$ cat src/rtl/uart_tx_sched_if.sv
// Producer/transmitter-side signals of the UART transmit scheduler.
// master = scheduler, slave = producers plus the transmitter driving tx_done.
interface uart_tx_sched_if #(
    parameter int N_REQ  = 4,
    parameter int DATA_W = 8
);
    localparam int IDW = (N_REQ > 1) ? $clog2(N_REQ) : 1;

    logic [N_REQ-1:0]        req;
    logic [N_REQ*DATA_W-1:0] req_data;
    logic [N_REQ-1:0]        ack;
    logic [N_REQ-1:0]        err;
    logic [IDW-1:0]          grant_id;
    logic                    busy;
    logic [DATA_W-1:0]       data_in_tx;
    logic                    tx_en;
    logic                    tx_done;

    modport master (
        input  req, req_data, tx_done,
        output ack, err, grant_id, busy, data_in_tx, tx_en
    );

    modport slave (
        output req, req_data, tx_done,
        input  ack, err, grant_id, busy, data_in_tx, tx_en
    );
endinterface

$ cat src/rtl/uart_tx_sched.sv
// Round-robin scheduler sharing one UART transmitter between N_REQ producers,
// with completion edge detection, per-byte watchdog and an enforced idle gap.
module uart_tx_sched #(
    parameter int N_REQ      = 4,
    parameter int DATA_W     = 8,
    parameter int GAP_CYCLES = 16,
    parameter int TIMEOUT    = 20000
) (
    input  logic            clk,
    input  logic            rst,
    uart_tx_sched_if.master bus
);
    localparam int IDW = (N_REQ > 1) ? $clog2(N_REQ) : 1;
    localparam int TW  = $clog2(TIMEOUT + 1);
    localparam int GW  = (GAP_CYCLES > 0) ? $clog2(GAP_CYCLES + 1) : 1;
    localparam logic [TW-1:0] TMO_LAST = TW'(TIMEOUT - 1);
    localparam logic [GW-1:0] GAP_LAST = GW'((GAP_CYCLES > 0) ? GAP_CYCLES - 1 : 0);

    typedef enum logic [1:0] {IDLE, START, WAIT_DONE, GAP} state_t;

    state_t            state_q;
    logic [IDW-1:0]    ptr_q;
    logic [IDW-1:0]    grant_id_q;
    logic [IDW-1:0]    grant_d;
    logic              found_d;
    logic [DATA_W-1:0] data_q;
    logic [DATA_W-1:0] byte_d;
    logic [N_REQ-1:0]  ack_q;
    logic [N_REQ-1:0]  err_q;
    logic [N_REQ-1:0]  onehot;
    logic              tx_en_q;
    logic              busy_q;
    logic              tx_done_q;
    logic              done_evt;
    logic              tmo_hit;
    logic [TW-1:0]     tmo_q;
    logic [TW-1:0]     tmo_inc;
    logic [GW-1:0]     gap_q;
    logic [DATA_W-1:0] req_byte [N_REQ];
    int unsigned       scan_idx;

    for (genvar g = 0; g < N_REQ; g++) begin : g_unpack
        assign req_byte[g] = bus.req_data[g*DATA_W +: DATA_W];
    end

    // First requester at or after ptr_q, wrapping round.
    always_comb begin
        found_d  = 1'b0;
        grant_d  = '0;
        scan_idx = 0;
        for (int unsigned i = 0; i < N_REQ; i++) begin
            scan_idx = (32'(ptr_q) + i) % N_REQ;
            if (!found_d && bus.req[IDW'(scan_idx)]) begin
                found_d = 1'b1;
                grant_d = IDW'(scan_idx);
            end
        end
    end

    assign byte_d   = req_byte[grant_d];
    assign onehot   = N_REQ'(1) << grant_id_q;
    assign done_evt = bus.tx_done & ~tx_done_q;
    assign tmo_inc  = tmo_q + 1'b1;
    assign tmo_hit  = (tmo_inc == TMO_LAST);

    always_ff @(posedge clk) begin
        if (rst) begin
            state_q    <= IDLE;
            ptr_q      <= '0;
            grant_id_q <= '0;
            data_q     <= '0;
            ack_q      <= '0;
            err_q      <= '0;
            tx_en_q    <= 1'b0;
            busy_q     <= 1'b0;
            tx_done_q  <= 1'b0;
            tmo_q      <= '0;
            gap_q      <= '0;
        end else begin
            tx_done_q <= bus.tx_done;
            ack_q     <= '0;
            err_q     <= '0;
            tx_en_q   <= 1'b0;
            case (state_q)
                IDLE: begin
                    if (found_d) begin
                        grant_id_q <= grant_d;
                        data_q     <= byte_d;
                        tx_en_q    <= 1'b1;
                        busy_q     <= 1'b1;
                        state_q    <= START;
                    end
                end
                START: begin
                    if (grant_id_q == IDW'(N_REQ - 1)) ptr_q <= '0;
                    else                               ptr_q <= grant_id_q + 1'b1;
                    tmo_q   <= '0;
                    state_q <= WAIT_DONE;
                end
                WAIT_DONE: begin
                    // A completion edge on the watchdog's last cycle still counts as success.
                    if (done_evt || tmo_hit) begin
                        if (done_evt) ack_q <= onehot;
                        else          err_q <= onehot;
                        gap_q <= '0;
                        if (GAP_CYCLES == 0) begin
                            state_q <= IDLE;
                            busy_q  <= 1'b0;
                        end else begin
                            state_q <= GAP;
                        end
                    end else begin
                        tmo_q <= tmo_inc;
                    end
                end
                GAP: begin
                    if (gap_q == GAP_LAST) begin
                        state_q <= IDLE;
                        busy_q  <= 1'b0;
                    end else begin
                        gap_q <= gap_q + 1'b1;
                    end
                end
                default: state_q <= IDLE;
            endcase
        end
    end

    assign bus.ack        = ack_q;
    assign bus.err        = err_q;
    assign bus.grant_id   = grant_id_q;
    assign bus.busy       = busy_q;
    assign bus.data_in_tx = data_q;
    assign bus.tx_en      = tx_en_q;
endmodule

$ cat src/flat_wrapper.sv
// flat-port wrapper written by rule: the top's interface ports become plain ports
module uart_tx_sched_flat 
#(
    parameter int N_REQ      = 4,
    parameter int DATA_W     = 8,
    parameter int GAP_CYCLES = 16,
    parameter int TIMEOUT    = 20000
)
  (clk, rst, bus_req, bus_req_data, bus_tx_done, bus_ack, bus_err, bus_grant_id, bus_busy, bus_data_in_tx, bus_tx_en);
  uart_tx_sched_if #(.N_REQ(N_REQ), .DATA_W(DATA_W)) bus_i ();
  input  logic clk;
  input  logic rst;
  input wire logic [$bits(bus_i.req)-1:0] bus_req;
  input wire logic [$bits(bus_i.req_data)-1:0] bus_req_data;
  input wire logic [$bits(bus_i.tx_done)-1:0] bus_tx_done;
  output wire logic [$bits(bus_i.ack)-1:0] bus_ack;
  output wire logic [$bits(bus_i.err)-1:0] bus_err;
  output wire logic [$bits(bus_i.grant_id)-1:0] bus_grant_id;
  output wire logic [$bits(bus_i.busy)-1:0] bus_busy;
  output wire logic [$bits(bus_i.data_in_tx)-1:0] bus_data_in_tx;
  output wire logic [$bits(bus_i.tx_en)-1:0] bus_tx_en;
  assign bus_i.req = bus_req;
  assign bus_i.req_data = bus_req_data;
  assign bus_i.tx_done = bus_tx_done;
  assign bus_ack = bus_i.ack;
  assign bus_err = bus_i.err;
  assign bus_grant_id = bus_i.grant_id;
  assign bus_busy = bus_i.busy;
  assign bus_data_in_tx = bus_i.data_in_tx;
  assign bus_tx_en = bus_i.tx_en;
  uart_tx_sched #(.N_REQ(N_REQ), .DATA_W(DATA_W), .GAP_CYCLES(GAP_CYCLES), .TIMEOUT(TIMEOUT)) u_core (.clk(clk), .rst(rst), .bus(bus_i));
endmodule
$ cat config.mk
export PLATFORM = sky130hd
export DESIGN_NAME = uart_tx_sched_flat
export DESIGN_NICKNAME = d
export VERILOG_FILES = /design/src/rtl/uart_tx_sched_if.sv /design/src/rtl/uart_tx_sched.sv /design/src/flat_wrapper.sv
export SDC_FILE = /design/constraint.sdc
export NUM_CORES = 1
export LEC_CHECK = 0
export CELL_PAD_IN_SITES_DETAIL_PLACEMENT = 0
export CELL_PAD_IN_SITES_GLOBAL_PLACEMENT = 2
export CORE_MARGIN = 3
export CORE_UTILIZATION = 33
export CTS_BUF_LIST = sky130_fd_sc_hd__clkbuf_8
export DETAILED_ROUTE_END_ITERATION = 16
export GPL_ROUTABILITY_DRIVEN = 0
export PLACE_DENSITY = 0.9
export SLEW_MARGIN = 20
export SYNTH_ARGS = -nofsm -noshare
export SYNTH_HDL_FRONTEND = slang
export SYNTH_SLANG_ARGS = --single-unit
$ cat constraint.sdc
create_clock -name clk -period 3.75 [get_ports clk]
set_clock_uncertainty 0.15 [all_clocks]
set_input_delay 0.5625 -clock clk [delete_from_list [all_inputs] [get_ports clk]]
set_output_delay 0.5625 -clock clk [all_outputs]
set_load 0.01 [all_outputs]
==> flow_metrics.py <==
metrics = {
    "synthesis": {
        "ys_types": 61,
        "syn_area_sq_um": 2620,
        "syn_nets": 351,
        "avgSynthCellArea_sq_um": 8.77,
        "synthCells": 299,
        "async_flop_share_pct": 0,
        "yosys_warnings": 0,
        "synth.ff_latch_count": 45,
        "synthFlopType": "dfxtp_1",
        "ys_seq_area_share_pct": 34.4,
        "synth-edff-count": 0,
    },
    "place": {
        "hpwl_um": 5030,
        "portBuffers": 58,
        "dpl-instance-area_sq_um": 3270,
        "dp_cells": 443,
    },
    "worst_setup_path": {
        "r2r_cells": 7,
        "r2r_slack_ns": 0.71,
        "worstPathRequired_ns": 3.79,
        "path_class": "flop to flop",
        "cp_data_arrival_time_ns": 3.09,
        "endpoint_kind": "flop",
        "path_buf_inv": 0,
        "path_delay_family": "compound AO/OA/AOI/OAI gates",
        "cpMaxStageDelayCell": "dfxtp_1",
        "crit-reg2reg-launch": "u_core.tmo_q[0]$_SDFFE_PP0P_",
        "max_stage_delay_ns": 0.48,
        "cp-start-kind": "flop",
        "path_cells": "ha_1, and4_1, a2111oi_0, o32a_2, nand2_1, nand3_1, o41ai_1",
        "crit-reg2reg-capture": "u_core.tmo_q[7]$_SDFFE_PP0P_",
        "critical_path.max_fanout": 12,
    },
    "cts": {
        "root_buffer": "clkbuf_8",
        "clock_latency_ns": 0.30,
        "cts_resized": 0,
        "post_cts_buffers": 0,
        "numCtsBuffers": 5,
        "clock_sinks": 45,
        "clkSlewWorstSetupHoldPaths_ns": 0.09,
        "htreeDepth": 2,
        "hold_buffers": 0,
        "clk_path_buf_depth": 2,
        "tritoncts": "built",
    },
    "grt": {
        "antenna_found_initial": 0,
        "grt_pass1_vias": 2337,
        "gr-total-overflow": 0,
        "grtUsageTotal_pct": 15.6,
        "grt_max_degree": 29,
        "grt_first_pass_wirelength_um": 11300,
    },
    "sta": {
        "hold_slack_ns": 0.341,
        "period_needed_ns": 3.04,
        "drv_slew": 0,
        "fmax_ghz": 0.329,
        "tns_ns": 0,
        "worst_pin_slew_ns": 0.928,
        "hold_violations": 0,
        "setup_viol": 0,
        "fin_crit_sh_pct": 81.2,
        "timing.slew.headroom_pct": 38.1,
        "rsz0062_at_grt": "false",
    },
    "floorplanning": {
        "core_sq_um": 7490,
        "die_h_um": 95.1,
        "num_io_pins": 59,
        "num_rows": 31,
        "dieArea_sq_um": 9050,
        "floorplan.initialDensity_pct": 35.0,
        "die_w_um": 95.1,
    },
    "drt": {
        "drt_first_pass_iters": 4,
        "wl_per_cell_um": 15.2,
        "drtIter0Drc": 102,
        "viasPerCell": 5.30,
        "dr_total_vias": 2391,
        "route.detailed.drc": 0,
        "wl_um": 6870,
        "ant_nets": 0,
    },
    "cells_and_area": {
        "n_antenna_cell": 0,
        "area_delta_synth_final_pct": 29.2,
        "fillers": 733,
        "final_common_cell": "clkdlybuf4s50_1",
        "final_area_sq_um": 3390,
        "fin_cells": 451,
        "drive_gt1_share_pct": 7.39,
        "nets": 403,
        "layout_common_cells": "58 x clkdlybuf4s50_1, 45 x dfxtp_1, 20 x mux2i_1",
    },
    "hold_path": {
        "holdPathEnd": "u_core.gap_q[4]$_SDFFE_PP0P_",
        "holdPathStages": 2,
        "hold_path_class": "flop to flop",
        "hp-start": "u_core.gap_q[4]$_SDFFE_PP0P_",
    },
    "power": {
        "leakage_nw": 1.26,
        "vdd_drop_max_mv": 0.228,
        "cellPowerDensity_nw_per_um2": 469,
    },
    "run": {
        "drv_cap": 0,
    },
    "status": {
        "outcome": "finished, final reports clean",
    },
}
-- layout make-up --
type	instances	area, sq um	area share, %
sequential	45	901	26.6
inverter	17	63.8	1.88
clock inverter	2	33.8	0.997
clock buffer	6	82.6	2.44
multi-input combinational	221	1580	46.6
timing repair buffer	61	603	17.8
tap	99	124	3.66
-- per-layer routing --
metal	routed length, um	up-vias	GRT usage, %
li1	-	1197	-
met1	3360	1136	21.5
met2	3070	51	24.2
met3	377	7	4.03
met4	65	0	3.61
met5	0	-	0
-- cells in the mapped netlist, types with 2 or more instances --
| library cell | n | area (sq um) |
|---|---|---|
| nor3_1 | 3 | 15.0 |
| o211ai_1 | 7 | 52.6 |
| and3_1 | 6 | 37.5 |
| xnor2_1 | 2 | 17.5 |
| nand3_1 | 9 | 45.0 |
| nand2b_1 | 10 | 62.6 |
| ha_1 | 13 | 163 |
| o21ai_0 | 13 | 65.1 |
| inv_1 | 17 | 63.8 |
| dfxtp_1 | 45 | 901 |
| o31ai_1 | 9 | 67.6 |
| nand4_1 | 5 | 31.3 |
| buf_6 | 2 | 22.5 |
| clkbuf_1 | 7 | 26.3 |
| and4_1 | 2 | 17.5 |
| a211oi_1 | 2 | 15.0 |
| nor2_1 | 17 | 63.8 |
| mux2i_1 | 20 | 200 |
| a22oi_1 | 2 | 15.0 |
| nor2b_1 | 4 | 25.0 |
| or3_1 | 4 | 25.0 |
| o311a_1 | 2 | 20.0 |
| a21oi_1 | 13 | 65.1 |
| mux2_2 | 8 | 90.1 |
| and2_1 | 6 | 37.5 |
| o41ai_1 | 2 | 17.5 |
| o22ai_1 | 4 | 25.0 |
| nand3b_1 | 10 | 75.1 |
| nand2_1 | 19 | 71.3 |
| buf_2 | 5 | 25.0 |
-- worst max path at each step --
stage / endpoint / slack [ns] / cells past startpoint / start
2_1_floorplan: u_core.gap_q[3]$_SDFFE_PP0P_ / 1.22 / 10 / u_core.tmo_q[0]$_SDFFE_PP0P_
4_1_cts: u_core.tmo_q[9]$_SDFFE_PP0P_ / 0.76 / 7 / u_core.tmo_q[0]$_SDFFE_PP0P_
6_report: u_core.tmo_q[7]$_SDFFE_PP0P_ / 0.71 / 7 / u_core.tmo_q[0]$_SDFFE_PP0P_
3_3_place_gp: u_core.tmo_q[7]$_SDFFE_PP0P_ / 0.89 / 7 / u_core.tmo_q[0]$_SDFFE_PP0P_
3_5_place_dp: u_core.tmo_q[9]$_SDFFE_PP0P_ / 0.77 / 7 / u_core.tmo_q[0]$_SDFFE_PP0P_
5_1_grt: u_core.tmo_q[13]$_SDFFE_PP0P_ / 0.52 / 7 / u_core.tmo_q[0]$_SDFFE_PP0P_
-- flip-flops by register name (all words and copies together) (netlist names) --
name and flops:
u_core.tx_done_q 1, u_core.ptr_q 2, u_core.bus.data_in_tx 8, u_core.gap_q 5, u_core.bus.grant_id 2, u_core.tmo_q 15
u_core.state_q 2, u_core.bus.tx_en 1, u_core.bus.busy 1, u_core.bus.err 4, u_core.bus.ack 4
-- cell families after synthesis --
logic type | Yosys count | synth area share, %
AOI/OAI and AO/OA | 72 | 19.3
buffers and inverters | 33 | 5.68
and+or+nand+nor | 105 | 22.4
xor gates and xnor gates | 3 | 1.00
DFF | 45 | 34.4
muxes | 28 | 11.1
adders and majority gates | 13 | 6.20
-- power by group --
part / internal (mW) / total (mW) / switching (mW)
Sequential: 0.547 / 0.601 / 0.0542
Combinational: 0.290 / 0.601 / 0.312
Clock: 0.215 / 0.385 / 0.170
-- through the flow --
step                      utilization, %  total power, mW  worst slack [ns]
after floorplan                        -            0.965              1.22
after global placement              43.7             1.21             0.886
after detailed placement            43.7             1.21             0.767
after CTS                           45.2             1.61             0.764
after global routing                45.2             1.69             0.523
final                               45.2             1.59             0.707
-- tightest hold or removal path, delay by kind of cell, from the launching register on --
kind	cells	cell delay [ns]
compound gates	2	0.13
flops	1	0.32
Power figures use the tool's default switching activity.
